[src/rtl/uart_alu_interface.sv]
// Frame collector between the UART FIFOs and an external combinational ALU.
// Gathers A, B and opcode bytes, latches the ALU result and pushes it to the tx FIFO.
module uart_alu_interface #(
  parameter int DBIT    = 8,
  parameter int OP_W    = 6,
  parameter int TIMEOUT = 1000000
) (
  input  logic            i_clk,
  input  logic            i_reset,
  input  logic            i_rx_empty,
  input  logic [DBIT-1:0] i_r_data,
  output logic            o_rd_uart,
  input  logic            i_tx_full,
  output logic            o_wr_uart,
  output logic [DBIT-1:0] o_w_data,
  output logic [DBIT-1:0] o_alu_a,
  output logic [DBIT-1:0] o_alu_b,
  output logic [OP_W-1:0] o_alu_op,
  input  logic [DBIT-1:0] i_alu_result,
  output logic            o_busy,
  output logic            o_frame_err
);

  localparam int CW = $clog2(TIMEOUT + 1);

  typedef enum logic [2:0] {WAIT_A, WAIT_B, WAIT_OP, COMPUTE, SEND} state_t;

  state_t          state, state_nxt;
  logic [DBIT-1:0] a_q, b_q, res_q;
  logic [OP_W-1:0] op_q;
  logic [CW-1:0]   tmo_q;
  logic            rd, wr, ferr, tmo_clr, tmo_inc;

  always_comb begin
    state_nxt = state;
    rd        = 1'b0;
    wr        = 1'b0;
    ferr      = 1'b0;
    tmo_clr   = 1'b0;
    tmo_inc   = 1'b0;
    case (state)
      WAIT_A: if (!i_rx_empty) begin
        rd        = 1'b1;
        tmo_clr   = 1'b1;
        state_nxt = WAIT_B;
      end
      WAIT_B, WAIT_OP: begin
        // An available byte always beats the timeout, even in the expiry cycle.
        if (!i_rx_empty) begin
          rd        = 1'b1;
          tmo_clr   = 1'b1;
          state_nxt = (state == WAIT_B) ? WAIT_OP : COMPUTE;
        end else if (tmo_q == CW'(TIMEOUT - 1)) begin
          ferr      = 1'b1;
          tmo_clr   = 1'b1;
          state_nxt = WAIT_A;
        end else begin
          tmo_inc = 1'b1;
        end
      end
      COMPUTE: state_nxt = SEND;
      SEND: if (!i_tx_full) begin
        wr        = 1'b1;
        state_nxt = WAIT_A;
      end
      default: state_nxt = WAIT_A;
    endcase
  end

  always_ff @(posedge i_clk) begin
    if (i_reset) begin
      state <= WAIT_A;
      a_q   <= '0;
      b_q   <= '0;
      op_q  <= '0;
      res_q <= '0;
      tmo_q <= '0;
    end else begin
      state <= state_nxt;
      if (rd) begin
        case (state)
          WAIT_A:  a_q  <= i_r_data;
          WAIT_B:  b_q  <= i_r_data;
          WAIT_OP: op_q <= i_r_data[OP_W-1:0];
          default: ;
        endcase
      end
      if (state == COMPUTE) res_q <= i_alu_result;
      if (tmo_clr)      tmo_q <= '0;
      else if (tmo_inc) tmo_q <= tmo_q + 1'b1;
    end
  end

  // Strobes are combinational, so mask them while reset is asserted.
  assign o_rd_uart   = rd   & ~i_reset;
  assign o_wr_uart   = wr   & ~i_reset;
  assign o_frame_err = ferr & ~i_reset;
  assign o_busy      = (state != WAIT_A) & ~i_reset;
  assign o_w_data    = res_q;
  assign o_alu_a     = a_q;
  assign o_alu_b     = b_q;
  assign o_alu_op    = op_q;

endmodule

[config.mk]
export PLATFORM = sky130hd
export DESIGN_NAME = uart_alu_interface
export DESIGN_NICKNAME = d
export VERILOG_FILES = /design/src/rtl/uart_alu_interface.sv
export SDC_FILE = /design/constraint.sdc
export NUM_CORES = 1
export LEC_CHECK = 0
export CAP_MARGIN = 15
export CORE_MARGIN = 1.5
export CORE_UTILIZATION = 50
export CTS_CLUSTER_SIZE = 14
export DETAILED_ROUTE_END_ITERATION = 6
export MAX_ROUTING_LAYER = met4
export PLACE_DENSITY_LB_ADDON = 0.2
export SLEW_MARGIN = 20
export SYNTH_ARGS = -nofsm -noshare
export SYNTH_HDL_FRONTEND = slang
export SYNTH_SLANG_ARGS = --single-unit
[constraint.sdc]
create_clock -name i_clk -period 3.2 [get_ports i_clk]
set_clock_uncertainty 0.15 [all_clocks]
set_input_delay 0.64 -clock i_clk [delete_from_list [all_inputs] [get_ports i_clk]]
set_output_delay 0.64 -clock i_clk [all_outputs]
set_load 0.02 [all_outputs]
=== Word level (Yosys, flattened, before mapping) ===
Cells that the tools add are included.

* Bits of input ports: 20
* Output and inout port bits: 34
* Flip-flop bits (word level): 53

* Bitwise logic cells: 5
* Eq/ne operators: 8
* Reductions and logical operators: 9
* Mux-type cells: 18
* $add $sub $neg: 1

{| class="wikitable"
|+ Operator list
! operator !! number
|-
| adder 20 x 1 -> 20 bit (second input constant) || 1
|-
| == test 20 bit (second input constant) || 1
|-
| two-way mux 1 bit || 12
|-
| two-way mux 3 bit || 4
|-
| case mux 3 bit (4 select lines) || 1
|-
| == test 3 x 2 -> 1 bit (second input constant) || 2
|-
| AND reduction 2 bit || 3
|-
| AND 1 bit || 4
|-
| inequality test 2 bit (second input constant) || 2
|-
| OR reduction 2 bit || 2
|-
| == test 3 x 1 -> 1 bit (second input constant) || 1
|-
| == test 3 bit (second input constant) || 1
|-
| zero test 3 bit || 1
|-
| inequality test 3 bit (second input constant) || 1
|-
| AND reduction 3 bit || 1
|-
| nonzero test 3 bit || 1
|-
| OR reduction 3 bit || 1
|-
| case mux 1 bit (2 select lines) || 1
|-
| NOT 1 bit || 1
|}

=== Longest topological paths before layout ===
* Word-level depth: 5
* Mapped depth: 7
* Gate-level depth less buffers: 5

=== Worst setup path before layout ===
No wires, ideal clock.

* Kind: input-to-output
* Start point: input port i_rx_empty
* End point: output port o_rd_uart
* Data arrival time: 1964 ps
* Path buffers: 2
* Stages on the path: 4
* Slack: 446 ps
* Cells stage by stage: clkbuf_1 or4b_2 clkbuf_1 a21oi_1

* Longest elaborated chain between the ends: 3

{| class="wikitable"
|+ Ends and longest elaborated chain
! what !! line !! source
|-
| from (decl) || 10 || <nowiki>input logic i_rx_empty,</nowiki>
|-
| two-way mux 1 bit || 42, 49 ||
|-
| two-way mux 1 bit || - ||
|-
| AND 1 bit || 95 || <nowiki>assign o_rd_uart = rd & ~i_reset;</nowiki>
|-
| to (decl) || 12 || <nowiki>output logic o_rd_uart,</nowiki>
|}

No other way between the ends.

=== Worst setup path after layout ===
Same ends and word-level chain as after synthesis.

==> run summary <==
### Outcome
- **status** completed

### Finish
- **Syn-to-layout area delta** 27.3%
- **count of placed standard cells in the final layout, fillers left out** 397
- **final antenna diode count** 0
- **flip-flop and latch area** 0.00106 mm²
- **final cell area excluding filler cells** 0.00319 mm²
- **share of layout cells above drive strength 1** 12.1%
- **area occupied by multi-input gates** 0.00133 mm²
- **number of nets at the end of the flow** 351
- **fill cell total of the finished layout** 416

### Global route
- **number of global-route vias before repair** 2,002
- **antenna violations before repair** 0
- **wire length of the first global-routing pass** 9280 µm
- **overall fraction of global-route tracks in use** 22.7%
- **maximum number of pins on one net before global-route repair** 31
- **Overflow after GRT** 0

### Logic synthesis
- **flip-flop cell with the highest count after synthesis** sky130_fd_sc_hd__dfxtp_1
- **proportion of synthesized chip area in sequential cells** 42.3%
- **ranking of synthesized cells by instance count** 53 x sky130_fd_sc_hd__dfxtp_1, 31 x sky130_fd_sc_hd__nand2_1, 27 x sky130_fd_sc_hd__nor2_1
- **Post-Syn Instances** 276
- **post-synthesis area per instance** 9.08 µm²
- **top area cells in the synthesized netlist** sky130_fd_sc_hd__dfxtp_1 42%, sky130_fd_sc_hd__mux2i_1 9.6%, sky130_fd_sc_hd__nand2_1 4.6%, sky130_fd_sc_hd__nor2_1 4.0%, sky130_fd_sc_hd__a21oi_2 3.1%
- **most common cell in the netlist** sky130_fd_sc_hd__dfxtp_1
- **count of state elements after synthesis** 53
- **total of warnings raised by yosys** 0
- **proportion of register bits with asynchronous set or reset after synthesis** 0%
- **synthesized area** 0.00251 mm²
- **distinct cell type count after synthesis** 49
- **Post-Syn Nets** 297
- **cell taking the most area after synthesis** sky130_fd_sc_hd__dfxtp_1
- **fraction of synthesized cell area taken by the top area cell type** 42.3%
- **number of flops mapped to enable cells by yosys** 0

### Clock tree
- **clock latency of the later-clocked register in the worst-skew pair** 310 ps
- **number of buffers inserted for hold repair after clock tree synthesis** 0
- **TritonCTS Buffers** 5
- **number of clock sinks** 53
- **maximum level of the CTS H-tree** 2
- **CTS tree** done
- **number of setup buffers added after CTS** 0
- **Clock Tree Root** sky130_fd_sc_hd__clkbuf_8
- **clock slew at reported path FFs** 100 ps
- **buffers from clock root to sink, at most** 2

### Floorplan
- **initial core utilization** 52.4%
- **# IOs** 54
- **total number of placement rows** 25
- **placeable core area** 0.00479 mm²
- **die outline width** 73.8 µm
- **area of the die** 0.00545 mm²
- **height of the die** 73.8 µm

### STA
- **achievable frequency** 335 MHz
- **final critical path time including I/O delays and setup** 2980 ps
- **setup repair after global routing missed its margin** false
- **share of the cycle needed by the critical path after routing** 93.2%
- **slew at the pin closest to its max-slew limit** 671 ps
- **worst rel slew slack** 55.1%
- **total setup violations reported at the end of the flow** 0
- **fin. max-slew vios** 0
- **Final Hold Violating Endpoints** 0

### Power
- **switching power of the nets** 0.000324 W
- **Overall Power** 0.00123 W
- **relative contribution of combinational cells to total power** 13.9%
- **share of power burned in the clock network** 30.3%
- **switching fraction of total power** 26.3%
- **total leakage power** 1.09 nW
- **total power divided by cell area** 386 mW/mm²
- **Worst VDD drop** 0.000267 V
- **internal power component** 0.000909 W
- **register share of total power** 55.8%

### Route
- **remaining antenna violation count** 0
- **Vias per Instance** 5.48
- **post-detailed-routing wire length** 5590 µm
- **first-iteration detailed-routing DRC count** 107
- **DRT Pass-1 Iters** 4
- **drc violations** 0
- **routed len/inst** 14.1 µm
- **via count** 2,177

### Worst setup path
- **maximum fanout along the worst path** 2
- **arrival time at the worst endpoint** 2190 ps
- **register-to-register path setup slack** 670 ps
- **nature of the critical path startpoint** primary input
- **CP Class** in -> out
- **required time reported for the critical path endpoint** 2410 ps
- **r2r worst-path depth** 4
- **crit path capture type** output pin

### Flow run
- **Max-cap violations** 0

### Placement
- **routability congestion estimate** 0.890
- **dpl cell area** 0.00311 mm²
- **port buffer count** 53
- **Post-Place Cells** 390
- **placed wire-length estimate after detailed placement** 3940 µm

### Min path
- **worst min path class** reg -> reg
- **cell count of the worst hold path** 2

-- kinds of logic after synthesis --
kind of cell,Yosys count,synth area share [%]
buf+inv,21,5.04
compound gates,53,14.0
flops,53,42.3
xor+xnor,2,0.998
fa+ha+maj,1,0.499
simple gates,122,27.6
mux,24,9.58
-- layout by cell type (no fill, tap or decap), drive strengths merged, types with 2 or more instances in the layout --
master / synthesis / final
nor4: 4 / 4
buf: 5 / 11
o211ai: 3 / 3
clkbuf: 12 / 5
inv: 4 / 4
nand2: 31 / 31
or4: 7 / 7
a211oi: 2 / 2
mux2i: 24 / 24
and2: 2 / 2
dfxtp: 53 / 53
and4: 4 / 4
nor4b: 3 / 3
nand3: 9 / 9
nand4: 9 / 9
nand3b: 2 / 2
a31oi: 4 / 4
a21oi: 24 / 24
o31ai: 5 / 5
or4b: 2 / 2
and3: 4 / 4
nor3: 4 / 4
or3: 9 / 9
clkdlybuf4s50: 0 / 51
nor2: 28 / 28
o21ai: 11 / 11
-- flip-flops by register name, summed over array words and instances, names as in the netlist --
name and count:
o_w_data 8, o_alu_b 8, tmo_q 20, o_alu_op 6, o_alu_a 8, state 3
-- critical path, stage by stage --
cell                              delay, ps
sky130_fd_sc_hd__clkdlybuf4s50_1        410
sky130_fd_sc_hd__or4b_2                 630
sky130_fd_sc_hd__a21oi_1                150
sky130_fd_sc_hd__dlygate4sd2_1          360
-- through the flow --
step	setup TNS [ps]	hold WS, ps	util [%]	worst slack [ps]
finish	0	310	66.7	218
global route	0	334	66.7	180
CTS	0	309	66.6	21.8
detailed placement	-47.4	296	64.9	-47.4
global placement	-54.2	291	64.9	-54.2
floorplan	0	324	-	446
-- path summary, 6_finish.rpt --
kind                                  from         end
worst min register to register  o_alu_b[4]  o_alu_b[4]
worst max-delay path            i_rx_empty   o_rd_uart
worst min-delay path            o_alu_b[4]  o_alu_b[4]
worst max register to register    tmo_q[7]    tmo_q[4]
-- power groups by stage --
| stage | Combinational (W) | Sequential, W | Clock (W) |
|---|---|---|---|
| after global routing | 0.000183 | 0.000691 | 0.000410 |
| after global placement | 0.000171 | 0.000702 | 0 |
| after detailed placement | 0.000172 | 0.000703 | 0 |
| after CTS | 0.000172 | 0.000688 | 0.000385 |
| final | 0.000171 | 0.000688 | 0.000374 |
| after floorplan | 0.0000889 | 0.000715 | 0 |
-- area by class of cell --
type | instances | area share [%]
clock inverter | 2 | 0.510
timing repair buffer | 64 | 19.2
multi-input combinational | 202 | 41.7
inverter | 4 | 0.470
sequential | 53 | 33.2
clock buffer | 5 | 2.16
tap | 67 | 2.63
-- per-layer routing --
metal | part of all wire [%] | vias up | track usage, %
met5 | 0 | - | -
met2 | 46 | 44 | 34.5
li1 | - | 1104 | -
met1 | 47 | 1022 | 29.0
met3 | 5.2 | 7 | 6.45
met4 | 1.4 | 0 | 7.61
-- timing repair --
action | in CTS | in global routing
cloned | 0 | 0
endpoints found under the setup margin | 1 | 1
endpoints found under the hold margin | 0 | 0
gates resized for setup | 1 | 1
(Power assumes the default switching activity.)
